==> src/rtl/key_debounce_ctrl_if.sv <==
// Key and marquee-control bundle between the push-button side and key_debounce_ctrl.
// The slave modport is the debouncer; the master modport drives the raw keys and watches the outputs.
interface key_debounce_ctrl_if;
  logic [1:0] key_n;
  logic [1:0] key_level;
  logic [1:0] key_pulse;
  logic [3:0] speed_sel;
  logic       dir;

  modport master (
    output key_n,
    input  key_level,
    input  key_pulse,
    input  speed_sel,
    input  dir
  );

  modport slave (
    input  key_n,
    output key_level,
    output key_pulse,
    output speed_sel,
    output dir
  );
endinterface

==> src/rtl/key_debounce_ctrl.sv <==
// Two-key push-button debouncer driving the speed index and direction of a marquee.
// Each key is synchronized, debounced by its own four-state checker, and turned into one pulse per accepted press.
module key_debounce_ctrl #(
  parameter int DEB_CYCLES  = 4_000_000,
  parameter int SPEED_STEPS = 4
) (
  input logic                clk,
  input logic                rst_n,
  key_debounce_ctrl_if.slave kif
);

  localparam int               CNT_W      = (DEB_CYCLES > 1) ? $clog2(DEB_CYCLES) : 1;
  localparam logic [CNT_W-1:0] CNT_LAST   = CNT_W'(DEB_CYCLES - 1);
  localparam logic [3:0]       SPEED_LAST = 4'(SPEED_STEPS - 1);

  localparam logic [1:0] ST_IDLE      = 2'd0;
  localparam logic [1:0] ST_PRESS_CHK = 2'd1;
  localparam logic [1:0] ST_PRESSED   = 2'd2;
  localparam logic [1:0] ST_REL_CHK   = 2'd3;

  logic [1:0]       sync_q1;
  logic [1:0]       sync_q2;
  logic [1:0]       state_q [2];
  logic [1:0]       state_d [2];
  logic [CNT_W-1:0] cnt_q   [2];
  logic [CNT_W-1:0] cnt_d   [2];
  logic [1:0]       level_d;
  logic [1:0]       pulse_d;
  logic [1:0]       level_q;
  logic [1:0]       pulse_q;
  logic [3:0]       speed_q;
  logic             dir_q;

  // Raw keys reset to the released level so a held key is re-qualified after reset.
  always_ff @(posedge clk) begin
    if (!rst_n) begin
      sync_q1 <= 2'b11;
      sync_q2 <= 2'b11;
    end else begin
      sync_q1 <= kif.key_n;
      sync_q2 <= sync_q1;
    end
  end

  always_comb begin
    state_d = state_q;
    cnt_d   = cnt_q;
    pulse_d = 2'b00;
    level_d = 2'b00;
    for (int k = 0; k < 2; k++) begin
      case (state_q[k])
        ST_IDLE: begin
          if (!sync_q2[k]) begin
            state_d[k] = ST_PRESS_CHK;
            cnt_d[k]   = '0;
          end
        end
        ST_PRESS_CHK: begin
          if (sync_q2[k]) begin
            state_d[k] = ST_IDLE;
            cnt_d[k]   = '0;
          end else if (cnt_q[k] == CNT_LAST) begin
            state_d[k] = ST_PRESSED;
            cnt_d[k]   = '0;
            pulse_d[k] = 1'b1;
          end else begin
            cnt_d[k] = cnt_q[k] + 1'b1;
          end
        end
        ST_PRESSED: begin
          if (sync_q2[k]) begin
            state_d[k] = ST_REL_CHK;
            cnt_d[k]   = '0;
          end
        end
        ST_REL_CHK: begin
          // Release is qualified the same way as a press, but never pulses.
          if (!sync_q2[k]) begin
            state_d[k] = ST_PRESSED;
            cnt_d[k]   = '0;
          end else if (cnt_q[k] == CNT_LAST) begin
            state_d[k] = ST_IDLE;
            cnt_d[k]   = '0;
          end else begin
            cnt_d[k] = cnt_q[k] + 1'b1;
          end
        end
        default: begin
          state_d[k] = ST_IDLE;
          cnt_d[k]   = '0;
        end
      endcase
      level_d[k] = (state_d[k] == ST_PRESSED) || (state_d[k] == ST_REL_CHK);
    end
  end

  always_ff @(posedge clk) begin
    if (!rst_n) begin
      for (int k = 0; k < 2; k++) begin
        state_q[k] <= ST_IDLE;
        cnt_q[k]   <= '0;
      end
      level_q <= 2'b00;
      pulse_q <= 2'b00;
    end else begin
      state_q <= state_d;
      cnt_q   <= cnt_d;
      level_q <= level_d;
      pulse_q <= pulse_d;
    end
  end

  // Registered pulses act one edge later; both keys may act on the same edge.
  always_ff @(posedge clk) begin
    if (!rst_n) begin
      speed_q <= 4'd0;
      dir_q   <= 1'b0;
    end else begin
      if (pulse_q[0]) begin
        speed_q <= (speed_q >= SPEED_LAST) ? 4'd0 : speed_q + 4'd1;
      end
      if (pulse_q[1]) begin
        dir_q <= ~dir_q;
      end
    end
  end

  assign kif.key_level = level_q;
  assign kif.key_pulse = pulse_q;
  assign kif.speed_sel = speed_q;
  assign kif.dir       = dir_q;

endmodule
==> src/flat_wrapper.sv <==
// flat-port wrapper written by rule: the top's interface ports become plain ports
module key_debounce_ctrl_flat 
#(
  parameter int DEB_CYCLES  = 4_000_000,
  parameter int SPEED_STEPS = 4
)
  (clk, rst_n, kif_key_n, kif_key_level, kif_key_pulse, kif_speed_sel, kif_dir);
  key_debounce_ctrl_if kif_i ();
  input logic clk;
  input logic rst_n;
  input wire logic [$bits(kif_i.key_n)-1:0] kif_key_n;
  output wire logic [$bits(kif_i.key_level)-1:0] kif_key_level;
  output wire logic [$bits(kif_i.key_pulse)-1:0] kif_key_pulse;
  output wire logic [$bits(kif_i.speed_sel)-1:0] kif_speed_sel;
  output wire logic [$bits(kif_i.dir)-1:0] kif_dir;
  assign kif_i.key_n = kif_key_n;
  assign kif_key_level = kif_i.key_level;
  assign kif_key_pulse = kif_i.key_pulse;
  assign kif_speed_sel = kif_i.speed_sel;
  assign kif_dir = kif_i.dir;
  key_debounce_ctrl #(.DEB_CYCLES(DEB_CYCLES), .SPEED_STEPS(SPEED_STEPS)) u_core (.clk(clk), .rst_n(rst_n), .kif(kif_i));
endmodule
==> config.mk <==
export PLATFORM = sky130hd
export DESIGN_NAME = key_debounce_ctrl_flat
export DESIGN_NICKNAME = d
export VERILOG_FILES = /design/src/rtl/key_debounce_ctrl_if.sv /design/src/rtl/key_debounce_ctrl.sv /design/src/flat_wrapper.sv
export SDC_FILE = /design/constraint.sdc
export NUM_CORES = 1
export LEC_CHECK = 0
export CORE_MARGIN = 2
export CORE_UTILIZATION = 60
export CTS_CLUSTER_SIZE = 28
export DETAILED_ROUTE_END_ITERATION = 10
export DONT_BUFFER_PORTS = 1
export PLACE_DENSITY = 0.82
export SYNTH_ARGS = -nofsm -noshare
export SYNTH_HDL_FRONTEND = slang
export SYNTH_SLANG_ARGS = --single-unit
export TNS_END_PERCENT = 10
==> constraint.sdc <==
create_clock -name clk -period 4 [get_ports clk]
set_input_delay 0.8 -clock clk [delete_from_list [all_inputs] [get_ports clk]]
set_output_delay 0.8 -clock clk [all_outputs]
set_load 0.01 [all_outputs]
==> metrics.yaml, run 1 <==
outcome:
  outcome: "completed"
worst_setup_path:
  path_max_fanout: 12
  cp-end-kind: "flop"
  crit_required_ps: 4230
  cp.arrival_ps: 2390
  cp-start-kind: "flop"
  crit_path_cell_trace: "ha_1 -> nand3_1 -> nor3_2 -> a211oi_1 -> buf_4 -> and3_1 -> a211o_1"
  critPathKind: "flop to flop"
  slowest_stage: "nor3_2"
  crit_path_max_incr_delay_ps: 460
timing:
  worst_slew_pin_slew_ps: 764
  period_share_pct: 54.0
  setup-tns-final_ps: 0
  period_needed_ps: 2160
  setup_slack_ps: 1840
  rsz0062_at_grt: "false"
  relSlewSlack_pct: 48.9
  finClkSkew_ps: 7.68
  slew_viol_final: 0
  report.final.hold_viol_count: 0
  setup_viol: 0
  fmax_mhz: 463
routing:
  drtIter0Drc: 201
  wirelength_um: 5750
  routedWlPerCell_um: 14.8
  firstDrtPassIters: 5
  ant_nets: 0
  post-route-drc-count: 0
  vias: 2304
  routed_via_density: 5.94
placed_design:
  pre_cts_slack_ps: 1830
  io_buffers: 0
  dpl.hpwl_um: 3930
  place.gp.congestion: 0.903
floorplanning:
  dieArea_um2: 5290
  core-area_um2: 4630
  ios: 13
  die_h_um: 72.7
  initial_core_util_pct: 61.2
  num_rows: 25
  die_w_um: 72.7
synth:
  ys_ff_latch: 61
  yosysSeqAreaShare_pct: 43.1
  synth_flop_cell: "dfxtp_1"
  avgSynthCellArea_um2: 8.69
  synth_cell_types: 55
  synth-edff-count: 0
  synthArstFlopShare_pct: 0
  yosys_warnings: 0
  synth_top_cell_by_area: "dfxtp_1"
  syn_nets: 333
  synth_top_area_share_pct: 43.1
  ys_top_cells_by_area: "dfxtp_1 43%, xnor2_1 5.9%, nor2_1 5.6%"
  syn_inst: 326
  netlist_area_um2: 2830
power:
  powerDensity_nw_per_um2: 402
  ir_drop_uv: 318
  cellLeakagePower_nw: 1.04
global_routing:
  grt_pass1_wl_um: 9700
  grt_max_degree: 24
  grt_pass1_vias: 2200
  grt-ovfl-total: 0
  grtUsageTotal_pct: 23.7
  antenna_found_initial: 0
layout:
  layout_common_cells: "61 x dfxtp_1, 42 x nor2_1, 26 x nand3_1"
  diodes: 0
  layout.nets: 336
  post-route-util_pct: 66.7
  syn_to_final_growth_pct: 9.01
  fill_cells: 384
  drive_gt1_share_pct: 9.28
  final_common_cell: "dfxtp_1"
clocking:
  postCtsHoldBufs: 0
  clockBufferDepth: 2
  htreeDepth: 3
  ctsResizeCount: 0
  cts_tree: "done"
  cts_buffers: 9
  cts_root_buf: "clkbuf_8"
  clkTransAtPathRegs_ps: 70
  clk_latency_ps: 340
  cts_setup_buffers: 0
  cts_sinks: 61
flow_run:
  cap_viol_max_count: 0
worst_hold_path:
  hp-class: "flop to flop"
-- stage by stage --
| step | std cells | hold WS (ps) | total power, mW | cell area (um^2) |
|---|---|---|---|---|
| after floorplan | 326 | 386 | 0.648 | 2830 |
| after global placement | 372 | 391 | 0.650 | 2870 |
| after detailed placement | 372 | 397 | 0.650 | 2870 |
| after CTS | 388 | 411 | 1.25 | 3090 |
| after global routing | 388 | 446 | 1.29 | 3090 |
| final | 388 | 410 | 1.24 | 3090 |
-- cells in the mapped netlist, types with 2 or more instances --
cell / number
xnor2_1: 19
a311oi_1: 2
ha_1: 3
nand2_1: 25
nand2b_1: 7
o21ai_1: 3
and4_1: 3
nor3b_1: 3
dfxtp_1: 61
clkbuf_1: 6
nand4_1: 8
and3_1: 4
or4_1: 3
or3_1: 2
inv_1: 14
nor2_1: 42
a211o_1: 2
nand3_1: 26
o21ai_0: 8
nor4_1: 6
a21oi_1: 13
a22oi_1: 2
o211ai_1: 2
mux2i_1: 7
nor2b_1: 2
or4b_1: 2
xor2_1: 8
nor3_1: 16
-- kinds of logic (layout without fill, tap and decap cells) --
| logic type | Yosys count | count (layout) | share of synthesized area (%) |
|---|---|---|---|
| xor+xnor | 28 | 28 | 8.92 |
| simple gates | 162 | 162 | 30.8 |
| flops | 61 | 61 | 43.1 |
| buf+inv | 23 | 31 | 3.40 |
| fa+ha+maj | 3 | 3 | 1.32 |
| compound gates | 42 | 42 | 9.98 |
| mux | 7 | 7 | 2.47 |
-- power by group --
| group | internal (mW) | total [mW] | switching (mW) |
|---|---|---|---|
| Sequential | 0.610 | 0.612 | 0.00230 |
| Clock | 0.366 | 0.606 | 0.240 |
| Combinational | 0.00678 | 0.0247 | 0.0179 |
| Total | 0.983 | 1.24 | 0.260 |
-- cell type report --
type / instances / area (um^2) / area share [%]
tap: 54 / 67.6 / 2.19
sequential: 61 / 1220 / 39.5
timing repair buffer: 1 / 7.51 / 0.243
clock inverter: 6 / 86.3 / 2.79
inverter: 14 / 52.6 / 1.70
clock buffer: 10 / 138 / 4.46
multi-input combinational: 242 / 1520 / 49.1
-- final timing paths --
kind	startpoint	end	slack (ps)	cells after the start
worst max-delay path	u_core.cnt_q[0]	u_core.cnt_q[19]	1840	7
worst min register to register	u_core.sync_q1[0]	u_core.sync_q2[0]	410	1
worst min-delay path	u_core.sync_q1[0]	u_core.sync_q2[0]	410	1
worst max register to register	u_core.cnt_q[0]	u_core.cnt_q[19]	1840	7
-- critical path: cells and delay by family, from the launching register on --
family	cells	cell delay [ps]
flops	1	380
fa+ha+maj	1	210
simple gates	3	850
compound gates	2	390
buf+inv	1	220
-- metal layers --
metal | part of all wire (%) | routed length [um] | track usage, %
met2 | 47 | 2720 | 36.8
met4 | 2.2 | 124 | 11.7
met3 | 5.6 | 322 | 7.60
met5 | 0 | 0 | 0
met1 | 45 | 2580 | 29.8
-- registers in the layout, summed over array words and instances (netlist names) --
signal / count
u_core.cnt_q: 44
u_core.kif.speed_sel: 4
u_core.state_q: 4
u_core.kif.key_level: 2
u_core.kif.key_pulse: 2
u_core.sync_q1: 2
u_core.sync_q2: 2
u_core.kif.dir: 1
Note: power is estimated with default switching activity, not from simulation.
==> run 2, diff against run 1 <==
CORE_UTILIZATION = 56   (was 60)
PLACE_DENSITY = 0.8   (was 0.82)
clock period = 1.85 ns   (was 4 ns; I/O delays follow)
==> metrics.yaml, run 2 (synthesis gave the netlist of run 1 again) <==
layout:
  postLayoutCellArea_um2: 3500  # was 3090 um^2
  final_common_cell: "dfxtp_1"  # unchanged
  final_cells: 439  # was 388
  drive_gt1_share_pct: 23.1  # was 9.28%
  layout.nets: 374  # was 336
  syn_to_final_growth_pct: 23.4  # was 9.01%
  diodes: 0  # unchanged
  top_register: "u_core.cnt_q"  # unchanged
  largest_register_ffs: 44  # unchanged
  post-route-util_pct: 72.6  # was 66.7%
  layout_common_cells: "56 x dfxtp_1, 42 x nor2_1, 38 x buf_4"  # was 61 x dfxtp_1, 42 x nor2_1, 26 x nand3_1
floorplanning:
  dieArea_um2: 5650  # was 5290 um^2
  num_rows: 25  # unchanged
  die_w_um: 75.1  # was 72.7 um
  initial_core_util_pct: 58.8  # was 61.2%
  core-area_um2: 4820  # was 4630 um^2
  die_h_um: 75.1  # was 72.7 um
  ios: 13  # unchanged
power:
  p_int_mw: 2.08  # was 0.983 mW
  combPwrFrac_pct: 2.9  # was 2.0%
  cellLeakagePower_nw: 1.29  # was 1.04 nW
  swShare_pct: 21.4  # was 20.9%
  p_switching_mw: 0.566  # was 0.260 mW
  ir_drop_uv: 703  # was 318 uV
  powerDensity_nw_per_um2: 756  # was 402 nW/um^2
  clock_power_share_pct: 47.1  # was 48.8%
  seq_power_share_pct: 50.0  # was 49.3%
timing:
  period_needed_ps: 1880  # was 2160 ps
  finClkSkew_ps: 11.5  # was 7.68 ps
  relSlewSlack_pct: 42.3  # was 48.9%
  setup_viol: 1  # was 0
  setup_slack_ps: -34.2  # was 1840 ps
  fmax_mhz: 531  # was 463 MHz
  period_share_pct: 102  # was 54.0%
  holdWs_ps: 91.4  # was 410 ps
  worst_slew_pin_slew_ps: 859  # was 764 ps
  slew_viol_final: 0  # unchanged
  report.final.hold_viol_count: 0  # unchanged
  rsz0062_at_grt: "true"  # was false
flow_run:
  cap_viol_max_count: 0  # unchanged
worst_setup_path:
  slowest_stage: "nor4_1"  # was nor3_2
  cp-start-kind: "flop"  # unchanged
  crit_path_max_incr_delay_ps: 410  # was 460 ps
  critPathKind: "flop to flop"  # unchanged
  crit_required_ps: 2090  # was 4230 ps
  path_common_cell: "a211o_1"
  cp.arrival_ps: 2120  # was 2390 ps
  startpoint: "u_core.cnt_q[9]"  # was u_core.cnt_q[0]
  rrSetupSlack_ps: -30  # was 1840 ps
  rr_startpoint: "u_core.cnt_q[9]"  # was u_core.cnt_q[0]
  crit_end: "u_core.cnt_q[19]"  # unchanged
  crit_path_cell_trace: "nor4_1 -> and4b_2 -> a211o_1 -> buf_4 -> nor3_1 -> a211o_1"  # was ha_1 -> nand3_1 -> nor3_2 -> a211oi_1 -> buf_4 -> and3_1 -> a211o_1
  r2r-end: "u_core.cnt_q[19]"  # unchanged
  cp-end-kind: "flop"  # unchanged
  worstRegToRegCells: 6  # was 7
  path_max_fanout: 4  # was 12
placed_design:
  io_buffers: 0  # unchanged
  dpl.hpwl_um: 4410  # was 3930 um
  pre_cts_slack_ps: -28.1  # was 1830 ps
  place_inst: 421  # was 372
  placed_cell_area_um2: 3160  # was 2870 um^2
  place.gp.congestion: 0.849  # was 0.903
clocking:
  cts_buffers: 9  # unchanged
  cts_tree: "done"  # unchanged
  clkTransAtPathRegs_ps: 70  # about the same
  clockBufferDepth: 2  # unchanged
  clk_latency_ps: 350  # was 340 ps
  cts_sinks: 61  # unchanged
  htreeDepth: 3  # unchanged
  cts_root_buf: "clkbuf_8"  # unchanged
routing:
  post-route-drc-count: 0  # unchanged
  routed_via_density: 5.71  # was 5.94
  routedWlPerCell_um: 15.2  # was 14.8 um
  vias: 2507  # was 2,304
  ant_nets: 0  # unchanged
  wirelength_um: 6680  # was 5750 um
  firstDrtPassIters: 7  # was 5
  drtIter0Drc: 154  # was 201
global_routing:
  grt-ovfl-total: 0  # unchanged
  antenna_found_initial: 0  # unchanged
  grt_max_degree: 18  # was 24
  grtUsageTotal_pct: 24.5  # was 23.7%
  grt_pass1_vias: 2269  # was 2,200
  grt_pass1_wl_um: 10300  # was 9700 um
worst_hold_path:
  hp-class: "input pin to flop"  # was flop to flop
  hold_path_depth: 1  # unchanged
outcome:
  failed_checks: "negative setup slack"
  outcome: "complete, but fails checks"  # was completed
## run 2: repair_timing
action | 4_1_cts | 5_1_grt
hold buffers | 0 | 0
endpoints found under the hold margin | 0 | 0
setup endpoints to repair | 8 | 36
pin swaps | 0 | 5
gates resized for setup | 2 | 22
buffers inserted | 0 | 2
## run 2: final cells by class
cell class	count	area, um^2
Multi-Input combinational cell	242	1620
Tap cell	67	83.8
Timing Repair Buffer	39	305
Clock buffer	13	169
Sequential cell	61	1230
Fill cell	369	1320
Clock inverter	3	42.5
Inverter	14	52.6
## run 2: power groups by stage
stage / sequential, mW / combinational [mW] / clock [mW]
global placement: 1.35 / 0.0720 / 0
global route: 1.32 / 0.0833 / 1.32
CTS: 1.32 / 0.0741 / 1.26
floorplan: 1.35 / 0.0496 / 0
finish: 1.32 / 0.0767 / 1.24
detailed placement: 1.35 / 0.0738 / 0
## run 2: critical path: cells and delay by family, from the launching register on
| family | cells | cell delay (ps) |
|---|---|---|
| simple gates | 3 | 830 |
| compound gates | 2 | 440 |
| flops | 1 | 350 |
| buf+inv | 1 | 150 |
## run 2: worst min path at each step
stage	startpoint	endpoint	slack, ps
detailed placement	u_core.sync_q1[1]	u_core.sync_q2[1]	400
global placement	u_core.sync_q1[0]	u_core.sync_q2[0]	390
global route	rst_n	u_core.sync_q2[0]	80
CTS	rst_n	u_core.sync_q2[0]	80
floorplan	u_core.sync_q1[0]	u_core.sync_q2[0]	390
finish	rst_n	u_core.sync_q2[0]	90
## run 2: through the flow
stage | total power [mW] | TNS (ps)
after floorplan | 1.40 | 0
after global placement | 1.42 | -6.03
after detailed placement | 1.43 | -70.4
after CTS | 2.66 | -23.6
after global routing | 2.72 | -439
final | 2.64 | -34.2
## run 2: routing by layer
metal / wire (um) / share of wire (%) / global-route usage [%]
met2: 3170 / 47 / 37.9
met1: 2980 / 45 / 32.0
met5: 0 / 0 / 0
met3: 457 / 6.8 / 10.4
met4: 66 / 0.99 / 5.85
